### src/rtl/led_ctrl_pkg.sv
// Shared encodings for the LED display controller.
package led_ctrl_pkg;

    localparam int LED_COUNT = 6;

    typedef enum logic [1:0] {
        MODE_MIRROR = 2'b00,
        MODE_STATUS = 2'b01,
        MODE_WALK   = 2'b10
    } mode_e;

    // Mode cycle order; the unused code falls back to MIRROR.
    function automatic mode_e next_mode(input mode_e m);
        case (m)
            MODE_MIRROR: next_mode = MODE_STATUS;
            MODE_STATUS: next_mode = MODE_WALK;
            default:     next_mode = MODE_MIRROR;
        endcase
    endfunction

endpackage

### src/rtl/switch_debounce.sv
// One switch bit: 2-flop synchronizer followed by a stability-count debouncer.
module switch_debounce #(
    parameter int DEBOUNCE_CYCLES = 500000
) (
    input  logic clk,
    input  logic rst,
    input  logic raw,
    output logic db
);

    localparam int CW = (DEBOUNCE_CYCLES > 1) ? $clog2(DEBOUNCE_CYCLES) : 1;
    localparam logic [CW-1:0] CNT_MAX = CW'(DEBOUNCE_CYCLES - 1);

    logic          s1, s2;
    logic [CW-1:0] cnt;

    always_ff @(posedge clk) begin
        if (rst) begin
            s1  <= 1'b0;
            s2  <= 1'b0;
            cnt <= '0;
            db  <= 1'b0;
        end else begin
            s1 <= raw;
            s2 <= s1;
            // Any cycle agreeing with the debounced value restarts the count.
            if (s2 == db) begin
                cnt <= '0;
            end else if (cnt == CNT_MAX) begin
                db  <= s2;
                cnt <= '0;
            end else begin
                cnt <= cnt + CW'(1);
            end
        end
    end

endmodule

### src/rtl/led_display_ctrl.sv
// Shares the LED[6:1] bank between switch mirror, CAN status and a walking-one test,
// with Switch[6] acting as a mode-advance button.
module led_display_ctrl
    import led_ctrl_pkg::*;
#(
    parameter int DEBOUNCE_CYCLES = 500000,
    parameter int STEP_CYCLES     = 12500000,
    parameter int STALE_CYCLES    = 50000000
) (
    input  logic       clk,
    input  logic       rst,
    input  logic [6:1] Switch,
    input  logic [5:0] can_status,
    input  logic       can_status_valid,
    output logic [6:1] LED,
    output logic [1:0] mode
);

    localparam int SCW = (STEP_CYCLES > 1) ? $clog2(STEP_CYCLES) : 1;
    localparam int TCW = (STALE_CYCLES > 1) ? $clog2(STALE_CYCLES) : 1;
    localparam logic [SCW-1:0] STEP_MAX  = SCW'(STEP_CYCLES - 1);
    localparam logic [TCW-1:0] STALE_MAX = TCW'(STALE_CYCLES - 1);

    logic [6:1]     sw_db;
    logic           sw6_q;
    mode_e          mode_q;
    logic [SCW-1:0] step_cnt;
    logic           tog;
    logic [6:1]     walk;
    logic [5:0]     status_q;
    logic [TCW-1:0] stale_cnt;
    logic           stale;
    logic           adv;
    logic           mode_bad;
    logic           mode_chg;

    for (genvar i = 1; i <= LED_COUNT; i++) begin : g_db
        switch_debounce #(
            .DEBOUNCE_CYCLES(DEBOUNCE_CYCLES)
        ) u_db (
            .clk(clk),
            .rst(rst),
            .raw(Switch[i]),
            .db (sw_db[i])
        );
    end

    assign adv      = sw_db[6] & ~sw6_q;
    assign mode_bad = (mode_q != MODE_MIRROR) && (mode_q != MODE_STATUS) && (mode_q != MODE_WALK);
    assign mode_chg = adv | mode_bad;
    assign mode     = mode_q;

    // Mode FSM with the step timer it restarts on every mode change.
    always_ff @(posedge clk) begin
        if (rst) begin
            sw6_q    <= 1'b0;
            mode_q   <= MODE_MIRROR;
            step_cnt <= '0;
            tog      <= 1'b0;
            walk     <= 6'b000001;
        end else begin
            sw6_q <= sw_db[6];
            if (mode_chg) begin
                mode_q   <= next_mode(mode_q);
                step_cnt <= '0;
                tog      <= 1'b0;
                walk     <= 6'b000001;
            end else if (step_cnt == STEP_MAX) begin
                step_cnt <= '0;
                tog      <= ~tog;
                walk     <= {walk[5:1], walk[6]};
            end else begin
                step_cnt <= step_cnt + SCW'(1);
            end
        end
    end

    // A valid strobe always wins, independent of mode.
    always_ff @(posedge clk) begin
        if (rst) begin
            status_q  <= '0;
            stale_cnt <= '0;
            stale     <= 1'b0;
        end else if (can_status_valid) begin
            status_q  <= can_status;
            stale_cnt <= '0;
            stale     <= 1'b0;
        end else if (stale_cnt == STALE_MAX) begin
            stale <= 1'b1;
        end else begin
            stale_cnt <= stale_cnt + TCW'(1);
        end
    end

    always_ff @(posedge clk) begin
        if (rst) begin
            LED <= '0;
        end else begin
            case (mode_q)
                MODE_MIRROR: LED <= {tog, sw_db[5:1]};
                MODE_STATUS: LED <= stale ? {6{tog}} : status_q;
                MODE_WALK:   LED <= walk;
                default:     LED <= '0;
            endcase
        end
    end

endmodule

### config.mk
export PLATFORM = sky130hd
export DESIGN_NAME = led_display_ctrl
export DESIGN_NICKNAME = d
export VERILOG_FILES = /design/src/rtl/led_ctrl_pkg.sv /design/src/rtl/switch_debounce.sv /design/src/rtl/led_display_ctrl.sv
export SDC_FILE = /design/constraint.sdc
export NUM_CORES = 1
export LEC_CHECK = 0
export ABC_AREA = 1
export BUFFER_PORTS_ARGS = -buffer_cell sky130_fd_sc_hd__buf_2
export CORE_ASPECT_RATIO = 1.2
export CORE_MARGIN = 10
export CORE_UTILIZATION = 60
export CTS_BUF_LIST = sky130_fd_sc_hd__clkbuf_2
export CTS_CLUSTER_DIAMETER = 150
export DETAILED_ROUTE_END_ITERATION = 7
export GPL_ROUTABILITY_DRIVEN = 0
export GPL_TIMING_DRIVEN = 0
export PLACE_DENSITY = 0.75
export SLEW_MARGIN = 30
export SYNTH_ARGS = -nofsm -noshare
export SYNTH_HDL_FRONTEND = slang
export SYNTH_HIERARCHICAL = 1
export SYNTH_SLANG_ARGS = --single-unit
### constraint.sdc
create_clock -name clk -period 2.3 [get_ports clk]
set_input_delay 0 -clock clk [delete_from_list [all_inputs] [get_ports clk]]
set_output_delay 0 -clock clk [all_outputs]
set_load 0.1 [all_outputs]
==> results of run 1 <==
power breakdown:
part / total (mW) / switching, mW / internal [mW]
registers: 3.59 / 0.0157 / 3.57
logic: 0.213 / 0.109 / 0.105
clock network: 2.27 / 1.45 / 0.823
total: 6.08 / 1.58 / 4.50
registers in the layout, indices dropped and copies added, names as in the netlist:
signal         cells
LED                6
g_db.u_db/cnt    114
g_db.u_db/db       6
g_db.u_db/s1       6
g_db.u_db/s2       6
mode               2
stale              1
stale_cnt         26
status_q           6
step_cnt          24
sw6_q              1
tog                1
walk               6
logic make-up (layout without fill, tap and decap cells):
kind of cell,after synthesis,after routing
buf+inv,265,422
simple gates,1032,1032
xor+xnor,90,90
other cells,0,1
fa+ha+maj,8,8
flops,205,205
compound gates,76,76
layout make-up:
cell class                 instances  area share
timing repair buffer              66      0.0449
tap                              224      0.0229
clock inverter                    22     0.00725
buffer                            12      0.0130
antenna                            1    0.000204
inverter                         253      0.0788
clock buffer                      69      0.0282
multi-input combinational       1206       0.470
sequential                       205       0.335
metal layers:
| layer | vias to the layer above | part of all wire | global-route usage |
|---|---|---|---|
| li1 | 5346 | - | - |
| met1 | 4420 | 0.45 | 0.221 |
| met2 | 178 | 0.49 | 0.338 |
| met3 | 64 | 0.037 | 0.0352 |
| met4 | 0 | 0.031 | 0.0840 |
| met5 | - | 0 | 0 |
worst register-to-register path: stages, from the launching register on:
cell and delay [ns]:
dfxtp_1 0.37, ha_1 0.28, inv_2 0.07, nor2_4 0.19
nand2_4 0.09, nor2_8 0.16, nand3_4 0.15, nand2_4 0.13
buf_6 0.17, a21oi_1 0.05
worst paths after layout:
path	slack, ns	end	from
setup / recovery	0.41	status_q[5]	can_status[5]
hold / removal	0.19	g_db[2].u_db/s2	rst
setup reg to reg	0.54	step_cnt[13]	step_cnt[0]
hold reg to reg	0.41	g_db[1].u_db/s2	g_db[1].u_db/s1
layout by cell type (no fill, tap or decap), types with 23 or more instances in the layout:
cell type / netlist / final
nand2_1: 444 / 444
nor2_1: 360 / 360
inv_1: 233 / 233
dfxtp_1: 205 / 205
nand3_1: 100 / 100
nor2_2: 74 / 74
clkbuf_2: 0 / 69
xor2_1: 62 / 62
dlygate4sd3_1: 0 / 44
a21oi_1: 36 / 36
o21ai_0: 28 / 28
xnor2_1: 28 / 28
buf_2: 1 / 23
==> run_results.csv, run 1 <==
group,metric,value,unit
sta,finalSetupTns,0,ns
die,io_pins,23,
cells_and_area,stdcell_count,2058,
clocking,clk_latency,0.79,ns
sta,skew,0.0379,ns
sta,min_period,1.89,ns
power,cellLeakagePower,4.65,nW
placement,post_dp_cell_area,11400,µm²
die,die_area,24100,µm²
sta,fin_ws,0.411,ns
critical_path,path_buf_inv,5,
global_route,overflow,0,
clocking,cts_root_buf,"clkbuf_2",
placement,place_ws,0.524,ns
critical_path,crit_chain,"dlygate4sd3_1, buf_2, dlygate4sd3_1, nor2_1, dlygate4sd3_1, a211oi_1, dlygate4sd3_1",
sta,maxSlewViolCount,0,
yosys,yosys_most_used_dff,"dfxtp_1",
clocking,clockBufferDepth,3,
yosys,synthTopCellsByArea,"dfxtp_1 (37%), nand2_1 (15%), nor2_1 (12%)",
yosys,synth_top_family_by_area,"simple AND/OR/NAND/NOR gates",
sta,worstMarginPinSlew,0.527,ns
yosys,seq_area_frac_synth,0.373,
sta,min_period_over_period,0.821,
clocking,cts.sinks,205,
cells_and_area,utilization,0.677,
routing,wl_per_cell,11.2,µm
routing,antenna_left,0,
die,start_util,0.607,
power,power.density,496,nW/µm²
routing,post-route-drc-count,0,
yosys,synth_edf_count,0,
die,fp.dieW,144,µm
yosys,netlist_area,11000,µm²
yosys,yosys.area.top_type_share,0.373,
yosys,synth_xor_area_frac,0.0717,
yosys,yosys-top-cells-count,"nand2_1 (444), nor2_1 (360), inv_1 (233), dfxtp_1 (205), nand3_1 (100)",
yosys,ys_warn_count,6,
yosys,synth_fa_ha_area_frac,0.00911,
critical_path,critPathTopFamily,"buffers and inverters",
yosys,async_flop_share,0,
job,cap_violations,0,
outcome,status,"complete, no violations",
cells_and_area,n_fill_cell,1666,
yosys,yosys.area_share.simple,0.405,
critical_path,worst_setup_path_start_kind,"primary input",
placement,placed_cells,1922,
critical_path,ff2ff_path_depth,9,
routing,vias,10008,
sta,fmax,0.529,GHz
sta,rsz0062_at_grt,"false",
placement,port_buffers,22,
hold_path,holdPathStages,3,
sta,max-slew-margin-rel,0.648,
sta,hold_violations,0,
routing,viasPerCell,4.86,
die,die_y,168,µm
critical_path,arrival,2.57,ns
routing,drt-pass1-iter-count,6,
critical_path,cp_common_cell,"dlygate4sd3_1",
global_route,antenna_found_initial,1,
global_route,first_global_vias,9440,
critical_path,criticalPathCategory,"in2reg",
cells_and_area,drive_above_1_share,0.128,
critical_path,cp-end-kind,"register",
cells_and_area,nNetsFinal,1817,
die,rows,54,
yosys,synth_compound_area_frac,0.0381,
routing,wirelength,23000,µm
global_route,grt_pass1_wl,40000,µm
critical_path,worst_path_max_delay_cell,"dlygate4sd3_1",
routing,drtIter0Drc,381,
clocking,cts_buffers,50,
clocking,cts_tree,"built",
clocking,clkTransAtPathRegs,0.11,ns
clocking,cts_setup_buffers,0,
power,finalPower,6.08,mW
yosys,syn_inst,1676,
global_route,grt_max_degree,20,
yosys,synthMuxAreaShare,0,
yosys,synth.net_count,1699,
cells_and_area,regArea,4100,µm²
global_route,grtUsageTotal,0.192,
yosys,yosysMostFrequentCell,"nand2_1",
clocking,ctsHoldBuffers,44,
clocking,cts.htree.levels,2,
yosys,yosysUniqueCellTypes,36,
cells_and_area,multi_input_area,5760,µm²
yosys,syn_avg_cell_area,6.56,µm²
cells_and_area,area.growth.synth_to_final,11.5,%
sta,final-setup-viol-count,0,
die,core,18100,µm²
hold_path,hold_path.class,"in2reg",
clocking,cts_resized,0,
power,max-vdd-ir-drop,0.351,mV
placement,hpwlAfterDp,16600,µm
critical_path,crit_cells,7,
critical_path,cp.required,2.98,ns
critical_path,slowest_delay,0.59,ns
cells_and_area,finalInstanceArea,12300,µm²
yosys,synth_seq_cells,205,
yosys,synth_area_leader_cell,"dfxtp_1",
sta,whs,0.187,ns
critical_path,critPathMaxFanout,1,
No activity file was read; power rests on OpenSTA's default activity.
==> inputs of run 2 (changes only) <==
==> constraint.sdc (replaced) <==
create_clock -name clk -period 1.78 [get_ports clk]
set_input_delay 0 -clock clk [delete_from_list [all_inputs] [get_ports clk]]
set_output_delay 0 -clock clk [all_outputs]
set_load 0.1 [all_outputs]
==> run 2 against run 1 <==
Critical path depth unchanged; hold slack better by 0.0068 ns; via count up 0.11%; highest routed layer unchanged; the flow now finishes with violations (negative setup slack); largest cell class unchanged; die area unchanged; clock-buffer cell count up 3.
==> run_results.csv, run 2 (synthesis gave the netlist of run 1 again) <==
group,metric,value,unit
outcome,status,"finished, violations left",
outcome,violations,"negative setup slack",
global_route,antenna_found_initial,1,
clocking,cts_buffers,52,
critical_path,timing.rr.end,"step_cnt[14]",
die,die_area,24100,µm²
placement,port_buffers,22,
cells_and_area,reg_top3,"g_db.u_db/cnt: 114 flops, stale_cnt: 26 flops, step_cnt: 24 flops",
critical_path,crit_cells,7,
clocking,cts.htree.levels,2,
cells_and_area,area.growth.synth_to_final,11.8,%
sta,skew,0.0527,ns
sta,max-slew-margin-rel,0.640,
hold_path,hold_path.class,"in2reg",
critical_path,criticalPathCategory,"in2reg",
critical_path,critPathLaunch,"can_status[0]",
sta,finalSetupTns,-0.0740,ns
critical_path,r2r_slack,0.18,ns
critical_path,slowest_delay,0.59,ns
cells_and_area,nNetsFinal,1818,
routing,wl_per_cell,11.3,µm
critical_path,cp-end-kind,"register",
power,cellLeakagePower,4.65,nW
placement,post_dp_cell_area,11400,µm²
sta,fin_ws,-0.0352,ns
die,io_pins,23,
sta,hold_violations,0,
routing,wirelength,23300,µm
power,max-vdd-ir-drop,0.464,mV
cells_and_area,finalInstanceArea,12300,µm²
sta,rsz0062_at_grt,"false",
routing,drt-pass1-iter-count,5,
global_route,grt_pass1_wl,40900,µm
cells_and_area,drive_above_1_share,0.133,
global_route,first_global_vias,9593,
critical_path,critPathMaxFanout,1,
routing,post-route-drc-count,0,
critical_path,worst_path_max_delay_cell,"dlygate4sd3_1",
routing,drtIter0Drc,416,
routing,met3WireLength,911,µm
critical_path,ff2ff_path_depth,9,
critical_path,path_buf_inv,5,
clocking,clk_latency,0.79,ns
routing,vias,10019,
cells_and_area,regMostFlops,"g_db.u_db/cnt",
cells_and_area,largest_reg_flops,114,
routing,viasPerCell,4.88,
sta,maxSlewViolCount,0,
routing,wl_met2,11600,µm
routing,antenna_left,0,
hold_path,holdPathStages,3,
die,core,18100,µm²
critical_path,cp.required,2.46,ns
routing,maxUsedRoutingLayer,"met4",
die,fp.dieW,144,µm
global_route,grtUsageTotal,0.197,
clocking,cts.sinks,205,
clocking,cts_root_buf,"clkbuf_2",
global_route,overflow,0,
sta,fmax,0.551,GHz
routing,wl_met1,10300,µm
critical_path,worst_setup_path_start_kind,"primary input",
sta,min_period,1.82,ns
placement,placed_cells,1922,
cells_and_area,layout_common_cells,"nand2_1 (444), nor2_1 (357), inv_1 (233)",
placement,hpwlAfterDp,16800,µm
die,die_y,168,µm
critical_path,cp_common_cell,"dlygate4sd3_1",
cells_and_area,layout.cells.most_common,"nand2_1",
power,power.density,651,nW/µm²
sta,worstMarginPinSlew,0.540,ns
cells_and_area,stdcell_count,2054,
sta,min_period_over_period,1.02,
job,cap_violations,0,
clocking,clockBufferDepth,3,
critical_path,arrival,2.50,ns
clocking,cts_tree,"built",
critical_path,cp-endpoint,"status_q[0]",
clocking,clkTransAtPathRegs,0.10,ns
sta,final-setup-viol-count,3,
critical_path,reg2reg_from,"step_cnt[0]",
die,start_util,0.607,
global_route,grt_max_degree,20,
placement,place_ws,0.0261,ns
die,rows,54,
critical_path,critPathTopFamily,"buffers and inverters",
critical_path,crit_chain,"dlygate4sd3_1, buf_2, dlygate4sd3_1, nand2_1, dlygate4sd3_1, a21oi_2, dlygate4sd3_1",
[run 2: worst min-delay path by stage]
stage | startpoint | endpoint
after CTS | rst | g_db[2].u_db/s2
after global placement | Switch[4] | g_db[4].u_db/s1
after global routing | rst | g_db[2].u_db/s2
final | rst | g_db[2].u_db/s2
after detailed placement | Switch[5] | g_db[5].u_db/s1
after floorplan | rst | g_db[1].u_db/s1
[run 2: where the power goes]
group	switching, mW	leakage (nW)	internal (mW)	total (mW)
sequential	0.0203	1.66	4.62	4.64
combinational	0.141	2.65	0.133	0.274
clock	1.85	0.346	1.23	3.08
total	2.02	4.65	5.98	7.99
[run 2: layer usage]
| layer | GRT usage | up-vias |
|---|---|---|
| met1 | 0.227 | 4442 |
| met5 | 0 | - |
| li1 | - | 5357 |
| met3 | 0.0402 | 48 |
| met2 | 0.349 | 172 |
| met4 | 0.0738 | 0 |
[run 2: timing repair]
| item | CTS | global route |
|---|---|---|
| pin swaps | 0 | 1 |
| buffers inserted | 0 | 1 |
| setup endpoints to repair | 2 | 31 |
| hold buffers | 43 | 0 |
| hold endpoints to repair | 80 | 0 |
| gates resized for setup | 2 | 6 |
[run 2: layout make-up]
class / instances / area (µm²)
fillers: 1748 / 5820
multi-input cells: 1206 / 5770
flip-flops and latches: 205 / 4110
inverters: 253 / 966
repair buffers: 65 / 547
clock buffers: 72 / 360
well taps: 224 / 280
plain buffers: 12 / 159
clock inverters: 16 / 91.3
diodes: 1 / 2.50
[run 2: metrics by stage]
| stage | total power, mW | util | hold WS, ns |
|---|---|---|---|
| after floorplan | 4.88 | - | 0.0712 |
| after CTS | 8.13 | 0.677 | 0.0873 |
| after global placement | 4.94 | 0.628 | 0.204 |
| after global routing | 8.43 | 0.678 | 0.108 |
| final | 7.99 | 0.678 | 0.194 |
| after detailed placement | 4.94 | 0.628 | 0.208 |
[run 2: worst min-delay path: cells and delay by family]
| kind | cells | cell delay (ns) |
|---|---|---|
| simple gates | 1 | 0.14 |
| buf+inv | 2 | 0.79 |
